## src/rtl/rom_download_ctl_pkg.sv

```systemverilog
// Shared types and memory-map constants for the ROM/PROM download controller.
package rom_download_ctl_pkg;

    typedef enum logic [2:0] {
        ST_IDLE,
        ST_LOAD,
        ST_WRITE,
        ST_CHECK,
        ST_DONE,
        ST_ERROR
    } state_t;

    localparam logic [24:0]  ROM_BASE       = 25'h000_0000;
    localparam int unsigned  ROM_CHIP_SIZE  = 32'h800;
    localparam int unsigned  PROM_CHIP_SIZE = 32'h100;

    // PROMs sit directly after the last program ROM.
    function automatic logic [24:0] prom_base(input int unsigned rom_chips);
        return 25'(rom_chips * ROM_CHIP_SIZE);
    endfunction

endpackage

```

## src/rtl/rom_download_ctl_decode.sv

```systemverilog
// Combinational image-offset decode: chip one-hot select and chip-local address.
module rom_region_decode
    import rom_download_ctl_pkg::*;
#(
    parameter int ROM_CHIPS  = 8,
    parameter int PROM_CHIPS = 2
) (
    input  logic [24:0]           offset,
    output logic [ROM_CHIPS-1:0]  rom_sel,
    output logic [PROM_CHIPS-1:0] prom_sel,
    output logic [10:0]           local_addr
);

    localparam logic [24:0] ROM_END   = ROM_BASE + 25'(ROM_CHIPS * ROM_CHIP_SIZE);
    localparam logic [24:0] PROM_BASE = prom_base(ROM_CHIPS);
    localparam logic [24:0] PROM_END  = PROM_BASE + 25'(PROM_CHIPS * PROM_CHIP_SIZE);

    logic [24:0] rom_off;
    logic [24:0] prom_off;

    always_comb begin
        rom_sel    = '0;
        prom_sel   = '0;
        local_addr = '0;
        rom_off    = offset - ROM_BASE;
        prom_off   = offset - PROM_BASE;
        if (offset < ROM_END) begin
            for (int i = 0; i < ROM_CHIPS; i++) begin
                if (rom_off[24:11] == 14'(i)) rom_sel[i] = 1'b1;
            end
            local_addr = rom_off[10:0];
        end else if (offset < PROM_END) begin
            for (int i = 0; i < PROM_CHIPS; i++) begin
                if (prom_off[24:8] == 17'(i)) prom_sel[i] = 1'b1;
            end
            local_addr = {3'b000, prom_off[7:0]};
        end
        // Offsets beyond the map leave every select low.
    end

endmodule

```

## src/rtl/rom_download_ctl.sv

```systemverilog
// Host ioctl download controller: writes a ROM/PROM image into program ports,
// paces the host with ioctl_wait and validates the image length.
//
//   state    | meaning
//   IDLE     | no download seen since reset
//   LOAD     | download open, waiting for the next byte
//   WRITE    | one write enable pulse to the selected chip
//   CHECK    | download closed, judging length and overrun
//   DONE     | image complete and valid
//   ERROR    | image short or a byte was dropped
module rom_download_ctl
    import rom_download_ctl_pkg::*;
#(
    parameter int          ROM_CHIPS  = 8,
    parameter int          PROM_CHIPS = 2,
    parameter logic [7:0]  LOAD_INDEX = 8'h00
) (
    input  logic                  clk,
    input  logic                  reset,
    input  logic                  ioctl_download,
    input  logic [7:0]            ioctl_index,
    input  logic [24:0]           ioctl_addr,
    input  logic [7:0]            ioctl_dout,
    input  logic                  ioctl_wr,
    output logic                  ioctl_wait,
    output logic [10:0]           rom_addr,
    output logic [7:0]            rom_data,
    output logic [ROM_CHIPS-1:0]  rom_we,
    output logic [7:0]            prom_addr,
    output logic [7:0]            prom_data,
    output logic [PROM_CHIPS-1:0] prom_we,
    output logic                  busy,
    output logic                  done,
    output logic                  error,
    output logic [15:0]           checksum
);

    localparam logic [16:0] IMAGE_MIN =
        17'(ROM_CHIPS * ROM_CHIP_SIZE + PROM_CHIPS * PROM_CHIP_SIZE);

    state_t                  state;
    logic                    qual_q;
    logic                    overrun;
    logic [15:0]             byte_count;

    logic                    qual;
    logic                    acc_wr;
    logic [ROM_CHIPS-1:0]    rom_sel;
    logic [PROM_CHIPS-1:0]   prom_sel;
    logic [10:0]             local_addr;

    assign qual   = ioctl_download && (ioctl_index == LOAD_INDEX);
    assign acc_wr = qual && ioctl_wr;

    rom_region_decode #(
        .ROM_CHIPS  (ROM_CHIPS),
        .PROM_CHIPS (PROM_CHIPS)
    ) u_decode (
        .offset     (ioctl_addr),
        .rom_sel    (rom_sel),
        .prom_sel   (prom_sel),
        .local_addr (local_addr)
    );

    always_ff @(posedge clk or posedge reset) begin
        if (reset) begin
            state      <= ST_IDLE;
            qual_q     <= 1'b0;
            overrun    <= 1'b0;
            byte_count <= '0;
            ioctl_wait <= 1'b0;
            rom_addr   <= '0;
            rom_data   <= '0;
            rom_we     <= '0;
            prom_addr  <= '0;
            prom_data  <= '0;
            prom_we    <= '0;
            busy       <= 1'b0;
            done       <= 1'b0;
            error      <= 1'b0;
            checksum   <= '0;
        end else begin
            qual_q  <= qual;
            rom_we  <= '0;
            prom_we <= '0;
            case (state)
                ST_IDLE, ST_DONE, ST_ERROR: begin
                    if (qual && !qual_q) begin
                        state      <= ST_LOAD;
                        busy       <= 1'b1;
                        done       <= 1'b0;
                        error      <= 1'b0;
                        overrun    <= 1'b0;
                        checksum   <= '0;
                        byte_count <= '0;
                    end
                end
                ST_LOAD: begin
                    if (!ioctl_download) begin
                        state      <= ST_CHECK;
                        ioctl_wait <= 1'b0;
                    end else if (ioctl_wait) begin
                        // Second wait cycle: a strobe here violates the handshake.
                        ioctl_wait <= 1'b0;
                        if (acc_wr) begin
                            overrun <= 1'b1;
                            error   <= 1'b1;
                        end
                    end else if (acc_wr) begin
                        state      <= ST_WRITE;
                        ioctl_wait <= 1'b1;
                        rom_we     <= rom_sel;
                        prom_we    <= prom_sel;
                        rom_addr   <= local_addr;
                        prom_addr  <= local_addr[7:0];
                        rom_data   <= ioctl_dout;
                        prom_data  <= ioctl_dout;
                        checksum   <= checksum + {8'h00, ioctl_dout};
                        if (byte_count != 16'hFFFF) byte_count <= byte_count + 16'd1;
                    end
                end
                ST_WRITE: begin
                    state <= ST_LOAD;
                    if (acc_wr) begin
                        overrun <= 1'b1;
                        error   <= 1'b1;
                    end
                end
                ST_CHECK: begin
                    busy <= 1'b0;
                    if (({1'b0, byte_count} >= IMAGE_MIN) && !overrun) begin
                        state <= ST_DONE;
                        done  <= 1'b1;
                    end else begin
                        state <= ST_ERROR;
                        error <= 1'b1;
                    end
                end
                default: state <= ST_IDLE;
            endcase
        end
    end

endmodule
```

## config.mk

```make
export PLATFORM = sky130hd
export DESIGN_NAME = rom_download_ctl
export DESIGN_NICKNAME = d
export VERILOG_FILES = /design/src/rtl/rom_download_ctl_pkg.sv /design/src/rtl/rom_download_ctl_decode.sv /design/src/rtl/rom_download_ctl.sv
export SDC_FILE = /design/constraint.sdc
export NUM_CORES = 1
export LEC_CHECK = 0
export BUFFER_PORTS_ARGS = -buffer_cell sky130_fd_sc_hd__buf_2
export CAP_MARGIN = 20
export CORE_ASPECT_RATIO = 1.2
export CORE_MARGIN = 2
export CORE_UTILIZATION = 43
export CTS_CLUSTER_DIAMETER = 80
export DETAILED_ROUTE_END_ITERATION = 10
export MAX_ROUTING_LAYER = met4
export PLACE_DENSITY = 0.73
export SETUP_SLACK_MARGIN = 0.5
export SLEW_MARGIN = 20
export SYNTH_ARGS = -nofsm -noshare
export SYNTH_HDL_FRONTEND = slang
export SYNTH_HIERARCHICAL = 1
export SYNTH_SLANG_ARGS = --single-unit
```

## constraint.sdc

```tcl
create_clock -name clk -period 2.91 [get_ports clk]
set_input_delay 0.4365 -clock clk [delete_from_list [all_inputs] [get_ports clk]]
set_output_delay 0.4365 -clock clk [all_outputs]
set_load 0.01 [all_outputs]
```

# ---- Word level (Yosys, flattened, before mapping)
# Index checks and enable logic that the tools add are counted.
dict set report totals {
  word_cells 124
  output_inout_bits 65
  register_bits 78
}
dict set report classes {
  muxes 56
  n_addsub 3
  n_lt_le_gt_ge 3
  n_reduce_logical 23
  bitwise 1
  eq_ne 24
}
# cell n
set op_table {}
lappend op_table {{16-bit two-way mux} 8}
lappend op_table {{16-bit case mux with 2 select lines} 2}
lappend op_table {{14-bit by 3-bit equality test with 1-bit output (second input constant)} 4}
lappend op_table {{25-bit by 15-bit less-than comparator with 1-bit output (second input constant)} 2}
lappend op_table {{8-bit two-way mux} 6}
lappend op_table {{14-bit by 2-bit equality test with 1-bit output (second input constant)} 2}
lappend op_table {{25-bit by 15-bit subtractor with 25-bit output (second input constant)} 1}
lappend op_table {{1-bit two-way mux} 24}
lappend op_table {{17-bit by 1-bit equality test with 1-bit output (second input constant)} 1}
lappend op_table {{17-bit zero test} 1}
lappend op_table {{16-bit by 1-bit adder with 16-bit output (second input constant)} 1}
lappend op_table {{16-bit by 8-bit adder with 16-bit output} 1}
lappend op_table {{16-bit by 15-bit >= comparator with 1-bit output (second input constant)} 1}
lappend op_table {{16-bit != test (second input constant)} 1}
lappend op_table {{2-bit != test (second input constant)} 8}
lappend op_table {{14-bit by 1-bit equality test with 1-bit output (second input constant)} 1}
lappend op_table {{14-bit zero test} 1}
lappend op_table {{2-bit two-way mux} 6}
lappend op_table {{3-bit two-way mux} 4}
lappend op_table {{3-bit case mux with 4 select lines} 1}
lappend op_table {{11-bit two-way mux} 1}
lappend op_table {{5-bit AND reduction} 2}
lappend op_table {{8-bit zero test} 1}
lappend op_table {{4-bit AND reduction} 2}
lappend op_table {{18 further kinds} 28}

# ---- Depth between registers and ports, before layout
# Gate-level depths: netlist of run 1.
dict set report logic_depth {
  ltp_word 9
  depth_mapped 8
  depth_no_buf 8
}

# ---- Hierarchy
# The synthesis of run 1 kept the hierarchy.
# module cells_each instances area_each_um2 seq_area_each_um2
set modules_own_cells {}
lappend modules_own_cells {rom_download_ctl 342 1 3553.4 1751.7}
lappend modules_own_cells {rom_region_decode 41 1 296.5 0.0}

# ---- Worst setup path before layout of run 1
# Ideal clock, no wire load.
dict set report synth_timing {
  path_kind {input to register}
  start {input port ioctl_dout[0]}
  end {register checksum[14]}
  setup_ns 0.078
  n_path_buf 0
  path_stages 8
  arrival_ns 2.042
  slack_ns 0.790
  cell_sequence {ha_1 inv_1 fa_1 nor2b_1 o31a_1 nor3_1 or4_1 a21oi_1}
}
dict set report synth_between {
  elab_chain_len 5
}
# item line
set synth_rtl {}
lappend synth_rtl {{start: declaration} rom_download_ctl.sv:23} ;# input logic [7:0] ioctl_dout,
lappend synth_rtl {{16-bit by 8-bit adder with 16-bit output} rom_download_ctl.sv:118} ;# checksum <= checksum + {8'h00, ioctl_dout};
lappend synth_rtl {{16-bit two-way mux} rom_download_ctl.sv:109} ;# end else if (acc_wr) begin
lappend synth_rtl {{16-bit two-way mux} rom_download_ctl.sv:102} ;# end else if (ioctl_wait) begin
lappend synth_rtl {{16-bit two-way mux} rom_download_ctl.sv:99} ;# if (!ioctl_download) begin
lappend synth_rtl {{16-bit case mux with 2 select lines} rom_download_ctl.sv:86} ;# case (state)
lappend synth_rtl {{end signal: assignment} rom_download_ctl.sv:118}
lappend synth_rtl {{end: declaration} rom_download_ctl.sv:35} ;# output logic [15:0] checksum
# Every way passes these cells. The select of a mux whose other input is x is not followed.
# A chain may end at the register's enable or synchronous reset.

# ---- Worst setup path in the final report of run 1
dict set report layout_timing {
  start {register checksum[0]}
  end {register checksum[14]}
}
dict set report layout_between {
  elab_chain_len 5
}
# item line
set layout_rtl {}
lappend layout_rtl {{16-bit by 8-bit adder with 16-bit output} rom_download_ctl.sv:118}
lappend layout_rtl {{16-bit two-way mux} rom_download_ctl.sv:109}
lappend layout_rtl {{16-bit two-way mux} rom_download_ctl.sv:102}
lappend layout_rtl {{16-bit two-way mux} rom_download_ctl.sv:99}
lappend layout_rtl {{16-bit case mux with 2 select lines} rom_download_ctl.sv:86}
# Every way passes these cells. The select of a mux whose other input is x is not followed.

==> impl_metrics.csv, run 1 <==
group,metric,value,unit
floorplan,die_width,90.4,um
setup_path,critPathKind,"reg2reg",
clock_network,cts_buffer_depth,2,
timing,final.setup.tns,0,ns
synthesis,mappedNetlistNets,439,
finish,antenna_cells,0,
placement,dpl.hpwl,6370,um
setup_path,crit_fanout,4,
routing,wl,8600,um
finish,fillCellCount,805,
setup_path,crit_required,3.20,ns
timing,period_needed,2.22,ns
clock_network,cts_root_buf,"clkbuf_8",
floorplan,ios,110,
global_route,grt_pass1_wl,14200,um
power,fin_total_pwr,2.08,mW
timing,rsz0062_at_grt,"false",
routing,num_vias,3269,
timing,hold_violations,0,
timing,clock.fmax,0.451,GHz
power,vdd_drop_max,0.231,mV
routing,viasPerCell,5.44,
clock_network,htree_num_levels,3,
timing,finalSetupViolations,0,
setup_path,slowest_stage,"or4_1",
setup_path,crit_path_max_incr_delay,0.51,ns
finish,multi_input_area,0.00188,sq mm
clock_network,postCtsSetupRepairBufs,0,
synthesis,synth_warnings,6,
synthesis,synth_edf_count,0,
clock_network,clock_sinks,70,
floorplan,die_area,0.00973,sq mm
timing,worst_slack,0.691,ns
synthesis,mappedNetlistArea,0.00385,sq mm
routing,first_iter_violations,237,
timing,fin_worst_skew,0.00978,ns
timing,slew_headroom,48.9,%
floorplan,start_util,44.5,%
clock_network,numCtsBuffers,9,
power,powerDensity,455,mW/mm^2
hold_path,hp-class,"in2async",
setup_path,reg2reg_to,"checksum[14]",
setup_path,worst_setup_path_end_kind,"flip-flop",
floorplan,chipHeight,108,um
synthesis,synth_seq_cells,70,
global_route,grt_antenna_before_repair,0,
routing,drc,0,
setup_path,crit_arrival,2.51,ns
routing,drt.antenna.violating_nets,0,
finish,seqCellArea,0.00175,sq mm
outcome,status,"completed",
finish,utilization,52.9,%
setup_path,reg2regPathDepth,8,
global_route,grt_max_degree,37,
setup_path,critPathLaunchType,"flip-flop",
global_route,grt_pass1_vias,3041,
placement,pre_cts_slack,0.417,ns
setup_path,rrSetupSlack,0.69,ns
routing,wl_per_cell,14.3,um
floorplan,core-area,0.00866,sq mm
synthesis,seq_area_frac_synth,45.5,%
timing,worst_hold_slack,0.215,ns
timing,timing.final.max_slew_violations,0,
clock_network,clk_latency,0.36,ns
global_route,grt_use_total,18.8,%
synthesis,synth_cell_types,56,
global_route,grt.overflow.total,0,
setup_path,crit_chain,"ha_1 -> inv_1 -> fa_1 -> nor2b_2 -> o31a_1 -> nor3_1 -> or4_1 -> a21oi_1",
finish,nets,535,
routing,first_pass_iters,4,
timing,worst_pin_slew,0.765,ns
finish,layout_commonest_cell,"buf_2",
setup_path,r2r-start,"checksum[0]",
finish,synthToLayoutAreaGrowth,19.0,%
power,leakage,2.31,nW
synthesis,syn-instance-count,383,
finish,layout_common_cells,"buf_2, dfrtp_1, nand2_1",
floorplan,rows,37,
clock_network,hold_buffers,0,
placement,place.port_buffers,109,
synthesis,synthArstFlopShare,100,%
synthesis,synth_ff_type,"dfrtp_1",
finish,layout-drive-gt1-share,33.1,%
clock_network,cts_tree,"done",
timing,post-route-period-util,76.2,%
clock_network,clkTransAtPathRegs,0.08,ns
placement,place_congestion,0.864,
run,max_cap_viol_count,0,
synthesis,avgSynthCellArea,10.1,sq um
[what timing repair did]
item / CTS / global route
resized for setup: 0 / 2
endpoints found under the setup margin: 0 / 19
endpoints found under the hold margin: 0 / 0
[stage by stage]
stage                     instance area, sq um  instances
after floorplan                           3850        383
after global placement                    4410        585
after detailed placement                  4410        585
after CTS                                 4580        601
after global routing                      4580        601
final                                     4580        601
[worst max-delay path by stage]
stage	start	slack (ns)	cells past startpoint	end
global placement	ioctl_index[3]	0.54	6	byte_count[3]
finish	checksum[0]	0.69	8	checksum[14]
detailed placement	ioctl_index[3]	0.42	6	byte_count[4]
CTS	state[1]	0.58	5	rom_addr[7]
floorplan	reset	0.71	1	busy
global route	state[2]	0.51	5	byte_count[4]
[worst max-delay path, delay by kind of cell (launching register included)]
family / cells / cell delay [ns]
buffers and inverters: 1 / 0.06
AOI/OAI and AO/OA: 2 / 0.37
and+or+nand+nor: 3 / 0.79
DFF: 1 / 0.37
adders and majority gates: 2 / 0.56
[report_power, final]
| part | internal [mW] | switching (mW) |
|---|---|---|
| Clock | 0.306 | 0.377 |
| Combinational | 0.146 | 0.200 |
| Sequential | 1.01 | 0.0509 |
| Total | 1.46 | 0.628 |
[synthesized netlist by cell type, types with 6 or more instances]
cell      number  area share [%]
o21ai_0       23             3.0
and2_1        14             2.3
o21a_1         8             1.6
ha_1          10             3.2
a21oi_1       25             3.2
nor3_1         8             1.0
buf_4         18             3.5
nand3_1       12             1.6
and4_1        11             2.5
and3_1         8             1.3
mux2_2        19             5.6
nand2_1       29             2.8
clkbuf_1       6            0.58
dfrtp_1       70              45
nor2_1        20             1.9
or3_1         16             2.6
inv_1         12             1.2
[layout make-up]
| cell class | instances | area share (%) |
|---|---|---|
| Tap cell | 117 | 3.20 |
| Clock buffer | 10 | 2.79 |
| Multi-Input combinational cell | 272 | 40.9 |
| Clock inverter | 6 | 0.847 |
| Inverter | 12 | 0.983 |
| Timing Repair Buffer | 114 | 13.0 |
| Sequential cell | 70 | 38.2 |
[cells by family after synthesis]
logic type | count (synthesis) | share of synthesized area, %
AO/OA/AOI/OAI | 90 | 15.4
buffers and inverters | 41 | 5.91
adder cells (fa/ha/maj) | 11 | 3.77
multiplexers | 20 | 5.82
XOR/XNOR | 5 | 1.14
AND/OR/NAND/NOR | 146 | 22.4
flip-flops | 70 | 45.5
[per-layer routing]
layer,part of all wire (%),track usage [%]
met5,0,-
met4,1.7,7.25
met3,5.3,3.99
met2,49,31.1
met1,44,22.7
[sequential cells by signal (all words and copies together) (netlist names)]
register	count
busy	1
byte_count	16
checksum	16
done	1
error	1
ioctl_wait	1
overrun	1
prom_data	8
prom_we	2
qual_q	1
rom_addr	11
rom_we	8
state	3
No activity file was read; power rests on OpenSTA's default activity.
==> inputs of run 2 (changes only) <==
--- a/config.mk
+++ b/config.mk
@@ -13,7 +13,7 @@
 export CTS_CLUSTER_DIAMETER = 80
 export DETAILED_ROUTE_END_ITERATION = 10
 export MAX_ROUTING_LAYER = met4
-export PLACE_DENSITY = 0.73
+export PLACE_DENSITY = 0.76
 export SETUP_SLACK_MARGIN = 0.5
 export SLEW_MARGIN = 20
 export SYNTH_ARGS = -nofsm -noshare
==> constraint.sdc (replaced) <==
create_clock -name clk -period 1.9 [get_ports clk]
set_input_delay 0.285 -clock clk [delete_from_list [all_inputs] [get_ports clk]]
set_output_delay 0.285 -clock clk [all_outputs]
set_load 0.01 [all_outputs]
==> impl_metrics.csv, run 2 (synthesis results as in run 1) <==
group,metric,value,unit
timing,period_needed,2.13,ns
setup_path,slowest_stage,"fa_2",
floorplan,rows,37,
placement,dpl.hpwl,7070,um
global_route,grt_pass1_wl,17900,um
routing,met3_wirelength,751,um
finish,layout-drive-gt1-share,58.1,%
global_route,grt_antenna_before_repair,0,
setup_path,critical_path_buf_inv_count,2,
clock_network,cts_tree,"done",
routing,drc,0,
setup_path,crit_chain,"ha_2 -> inv_2 -> fa_2 -> nor2b_4 -> o31a_1 -> buf_4 -> o21a_1 -> nor3_1 -> o41ai_2",
timing,worst_pin_slew,0.631,ns
routing,first_iter_violations,230,
power,power_switching,1.36,mW
clock_network,numCtsBuffers,9,
floorplan,die_width,90.4,um
setup_path,rrSetupSlack,-0.23,ns
hold_path,hp-class,"in2reg",
floorplan,ios,110,
setup_path,cp-endpoint,"checksum[6]",
finish,reg.largest.list,"byte_count: 16 flops, checksum: 16 flops, rom_addr: 11 flops",
routing,met1_length,4680,um
setup_path,reg2reg_to,"checksum[6]",
timing,finalSetupViolations,52,
setup_path,crit_family,"compound AO/OA/AOI/OAI gates",
timing,clock.fmax,0.469,GHz
timing,rsz0062_at_grt,"true",
routing,wl_per_cell,18.1,um
finish,antenna_cells,0,
finish,layout_commonest_cell,"buf_2",
power,pwr-share-comb,34.2,%
global_route,grt_max_degree,40,
setup_path,r2r-start,"checksum[0]",
timing,worst_slack,-0.233,ns
routing,wl,12300,um
global_route,grt_use_total,23.5,%
finish,layout_common_cells,"buf_2, dfrtp_1, buf_4",
setup_path,crit_fanout,4,
clock_network,cts_buffer_depth,2,
clock_network,clkTransAtPathRegs,0.09,ns
global_route,grt_pass1_vias,3748,
power,powerDensity,708,mW/mm^2
finish,nets,617,
timing,final.setup.tns,-5.49,ns
setup_path,crit_cells,9,
timing,fin_worst_skew,0.0169,ns
placement,place_congestion,0.845,
floorplan,core-area,0.00866,sq mm
clock_network,clk_latency,0.36,ns
floorplan,chipHeight,108,um
routing,drt.antenna.violating_nets,0,
run,max_cap_viol_count,0,
routing,wl_met2,6380,um
setup_path,reg2regPathDepth,9,
setup_path,critPathKind,"reg2reg",
timing,slew_headroom,57.7,%
timing,hold_violations,0,
global_route,grt.overflow.total,0,
power,leakage,2.89,nW
power,vdd_drop_max,0.364,mV
clock_network,htree_num_levels,3,
placement,place.port_buffers,109,
clock_network,cts_root_buf,"clkbuf_8",
setup_path,worst_setup_path_end_kind,"flip-flop",
timing,worst_hold_slack,0.202,ns
timing,post-route-period-util,112,%
outcome,violations,"setup timing",
power,p_int,2.95,mW
setup_path,crit_start,"checksum[0]",
setup_path,crit_arrival,2.39,ns
setup_path,critPathLaunchType,"flip-flop",
routing,num_vias,3826,
clock_network,clock_sinks,70,
outcome,status,"complete, but fails checks",
power,power.share.sequential,36.9,%
setup_path,crit_path_max_incr_delay,0.37,ns
routing,first_pass_iters,4,
finish,synthToLayoutAreaGrowth,57.9,%
floorplan,start_util,44.5,%
routing,viasPerCell,5.61,
timing,timing.final.max_slew_violations,0,
hold_path,min_from,"ioctl_dout[6]",
floorplan,die_area,0.00973,sq mm
setup_path,crit_required,2.16,ns
power,swShare,31.5,%
placement,pre_cts_slack,-0.273,ns
power,p_clk_share,28.9,%
routing,top_layer_used,"met4",
[run 2: cell types whose count changed in the layout (fill, tap and decap cells not counted), moves of 7 or more]
| cell | before | now |
|---|---|---|
| a21oi_1 | 25 | 5 |
| a21oi_2 | 0 | 17 |
| and2_1 | 14 | 3 |
| and2_4 | 1 | 12 |
| buf_4 | 4 | 50 |
| buf_6 | 0 | 23 |
| ha_1 | 10 | 2 |
| ha_4 | 0 | 7 |
| mux2_2 | 19 | 0 |
| mux2_4 | 0 | 19 |
| nand2_1 | 29 | 22 |
| o21ai_0 | 23 | 13 |
[run 2: area by class of cell]
cell class | count | area, sq um
Fill cell | 593 | 2580
Timing Repair Buffer | 196 | 1450
Tap cell | 117 | 146
Inverter | 12 | 48.8
Multi-Input combinational cell | 272 | 2480
Clock buffer | 10 | 138
Clock inverter | 5 | 58.8
Sequential cell | 70 | 1760
[run 2: worst min-delay path by stage]
stage	to	slack, ns	cells past startpoint
CTS	prom_data[5]	0.21	2
global route	prom_data[7]	0.20	2
finish	prom_data[6]	0.20	2
floorplan	state[1]	0.40	1
detailed placement	byte_count[12]	0.25	2
global placement	rom_we[5]	0.24	2
[run 2: stage by stage]
| stage | std cells | power (mW) | utilization (%) | cell area [sq um] |
|---|---|---|---|---|
| 4_1_cts | 674 | 4.07 | 67.6 | 5850 |
| 6_report | 682 | 4.31 | 70.2 | 6080 |
| 2_1_floorplan | 383 | 2.12 | - | 4180 |
| 3_3_place_gp | 620 | 2.43 | 57.3 | 4960 |
| 5_1_grt | 682 | 4.46 | 70.2 | 6080 |
| 3_5_place_dp | 620 | 2.44 | 57.3 | 4960 |
[run 2: what timing repair did]
item | 4_1_cts | 5_1_grt
gates resized for setup | 69 | 38
cloned | 4 | 0
hold buffers | 1 | 0
setup endpoints to repair | 67 | 68
pin swaps | 45 | 18
buffers inserted | 34 | 8
hold endpoints to repair | 10 | 0
[run 2: power groups by stage]
stage / logic (mW) / registers (mW) / clock network, mW
finish: 1.47 / 1.59 / 1.24
global route: 1.55 / 1.60 / 1.32
CTS: 1.25 / 1.59 / 1.23
detailed placement: 0.822 / 1.62 / 0
global placement: 0.808 / 1.62 / 0
floorplan: 0.487 / 1.63 / 0
[run 2: routing by layer]
metal	track usage (%)	vias up
li1	-	1747
met1	26.4	1857
met2	41.0	169
met3	4.90	53
met4	9.45	0
met5	-	-
==> inputs of run 3 (changes only) <==
--- a/config.mk
+++ b/config.mk
@@ -7,7 +7,7 @@
 export LEC_CHECK = 0
 export BUFFER_PORTS_ARGS = -buffer_cell sky130_fd_sc_hd__buf_2
 export CAP_MARGIN = 20
-export CORE_ASPECT_RATIO = 1.2
+export CORE_ASPECT_RATIO = 1.25
 export CORE_MARGIN = 2
 export CORE_UTILIZATION = 43
 export CTS_CLUSTER_DIAMETER = 80
@@ -15,6 +15,7 @@
 export MAX_ROUTING_LAYER = met4
 export PLACE_DENSITY = 0.76
 export SETUP_SLACK_MARGIN = 0.5
+export SKIP_LAST_GASP = 1
 export SLEW_MARGIN = 20
 export SYNTH_ARGS = -nofsm -noshare
 export SYNTH_HDL_FRONTEND = slang
==> impl_metrics.csv, run 3 (synthesis results as in run 1) <==
group,metric,value,unit
setup_path,critPathLaunchType,"flip-flop",
routing,wl,11000,um
timing,final.setup.tns,-1.83,ns
power,power.share.sequential,39.1,%
routing,first_pass_iters,5,
clock_network,cts_tree,"done",
run,max_cap_viol_count,0,
clock_network,cts_buffer_depth,2,
power,power_switching,1.23,mW
setup_path,worst_setup_path_end_kind,"flip-flop",
timing,finalSetupViolations,31,
timing,hold_violations,0,
placement,pre_cts_slack,-0.244,ns
timing,rsz0062_at_grt,"true",
power,p_clk_share,28.5,%
hold_path,hp-class,"in2async",
global_route,grt_use_total,23.1,%
placement,place.port_buffers,109,
finish,layout_commonest_cell,"buf_2",
floorplan,ios,110,
timing,post-route-period-util,110,%
global_route,grt_pass1_wl,16800,um
floorplan,die_area,0.00973,sq mm
finish,layout-drive-gt1-share,52.1,%
finish,antenna_cells,0,
timing,worst_pin_slew,0.421,ns
power,fin_total_pwr,4.06,mW
routing,viasPerCell,5.41,
timing,timing.final.max_slew_violations,0,
finish,reg.largest.list,"byte_count: 16 flops, checksum: 16 flops, rom_addr: 11 flops",
routing,drt.antenna.violating_nets,0,
setup_path,crit_arrival,2.37,ns
global_route,grt_pass1_vias,3610,
finish,utilization,66.4,%
routing,drc,0,
clock_network,numCtsBuffers,9,
timing,slew_headroom,71.8,%
placement,place_congestion,0.848,
finish,layout_common_cells,"buf_2, dfrtp_1, buf_4",
outcome,status,"complete, but fails checks",
floorplan,chipHeight,110,um
clock_network,clock_sinks,70,
placement,dpl.hpwl,7160,um
routing,num_vias,3628,
power,powerDensity,703,mW/mm^2
timing,worst_slack,-0.187,ns
global_route,grt.overflow.total,0,
routing,first_iter_violations,153,
clock_network,clk_latency,0.35,ns
timing,period_needed,2.09,ns
outcome,violations,"setup timing",
power,leakage,2.78,nW
floorplan,rows,38,
timing,clock.fmax,0.479,GHz
finish,nets,602,
clock_network,clkTransAtPathRegs,0.07,ns
routing,wl_per_cell,16.4,um
setup_path,crit_fanout,4,
global_route,grt_max_degree,71,
power,p_int,2.83,mW
power,pwr-share-comb,32.4,%
floorplan,core-area,0.00870,sq mm
setup_path,crit_required,2.18,ns
clock_network,htree_num_levels,3,
setup_path,critPathKind,"reg2reg",
power,swShare,30.4,%
finish,fillCellCount,672,
power,vdd_drop_max,0.415,mV
finish,synthToLayoutAreaGrowth,50.0,%
placement,placed_cell_area,0.00495,sq mm
clock_network,cts_root_buf,"clkbuf_8",
finish,final_area,0.00578,sq mm
global_route,grt_antenna_before_repair,0,
timing,fin_worst_skew,0.00636,ns
floorplan,start_util,44.2,%
floorplan,die_width,88.6,um
[run 3: changes by cell type in the layout (fill, tap and decap cells not counted), moves of 3 or more]
cell	before	now
buf_12	7	4
or3_4	5	1
or3_1	11	15
and2_1	3	12
a21oi_2	17	9
and2_4	12	3
a21oi_1	5	15
clkbuf_1	0	3
buf_4	50	38
[run 3: per-layer routing]
metal	share of wire (%)	global-route usage [%]	vias to the layer above
met5	0	-	-
met4	2.0	9.09	0
met3	4.2	2.48	17
met2	55	40.7	125
met1	39	26.6	1765
li1	-	-	1721
[run 3: power groups by stage]
stage | Combinational [mW] | Clock, mW | Sequential (mW)
finish | 1.31 | 1.16 | 1.59
global route | 1.40 | 1.24 | 1.59
detailed placement | 0.829 | 0 | 1.62
CTS | 1.19 | 1.18 | 1.59
floorplan | 0.487 | 0 | 1.63
global placement | 0.806 | 0 | 1.61
[run 3: through the flow]
stage	std cells	hold WS [ns]
after floorplan	383	0.397
after global placement	622	0.410
after detailed placement	622	0.422
after CTS	666	0.0442
after global routing	671	0.0622
final	671	0.0344
[run 3: area by class of cell]
cell class	instances	area [sq um]	area share [%]
tap	120	150	2.60
clock buffer	12	135	2.34
inverter	12	48.8	0.845
multi-input combinational	272	2320	40.2
timing repair buffer	181	1320	22.8
clock inverter	4	47.5	0.823
sequential	70	1760	30.4
[run 3: final timing paths]
| check | slack [ns] | depth (start not counted) | endpoint | startpoint |
|---|---|---|---|---|
| setup reg to reg | -0.19 | 8 | checksum[14] | checksum[0] |
| min in group clk | 0.20 | 2 | prom_data[0] | ioctl_dout[0] |
| setup / recovery | -0.19 | 8 | checksum[14] | checksum[0] |
| hold / removal | 0.03 | 3 | rom_we[4] | reset |
| hold reg to reg | 0.49 | 1 | error | error |
| max in group asynchronous | 1.54 | 3 | checksum[7] | reset |
[run 3: what timing repair did]
item,4_1_cts,5_1_grt
resized for setup,52,26
cloned,5,0
hold buffers,0,0
setup buffers,23,5
setup endpoints to repair,68,68
pin swaps,38,16
[run 3: critical path, stage by stage (launching register included)]
cell and delay [ns]:
dfrtp_1 0.36, ha_2 0.19, inv_2 0.04, fa_2 0.38
nor2b_4 0.13, o31a_1 0.27, nor3_2 0.09, or4_1 0.43
a21oi_2 0.15
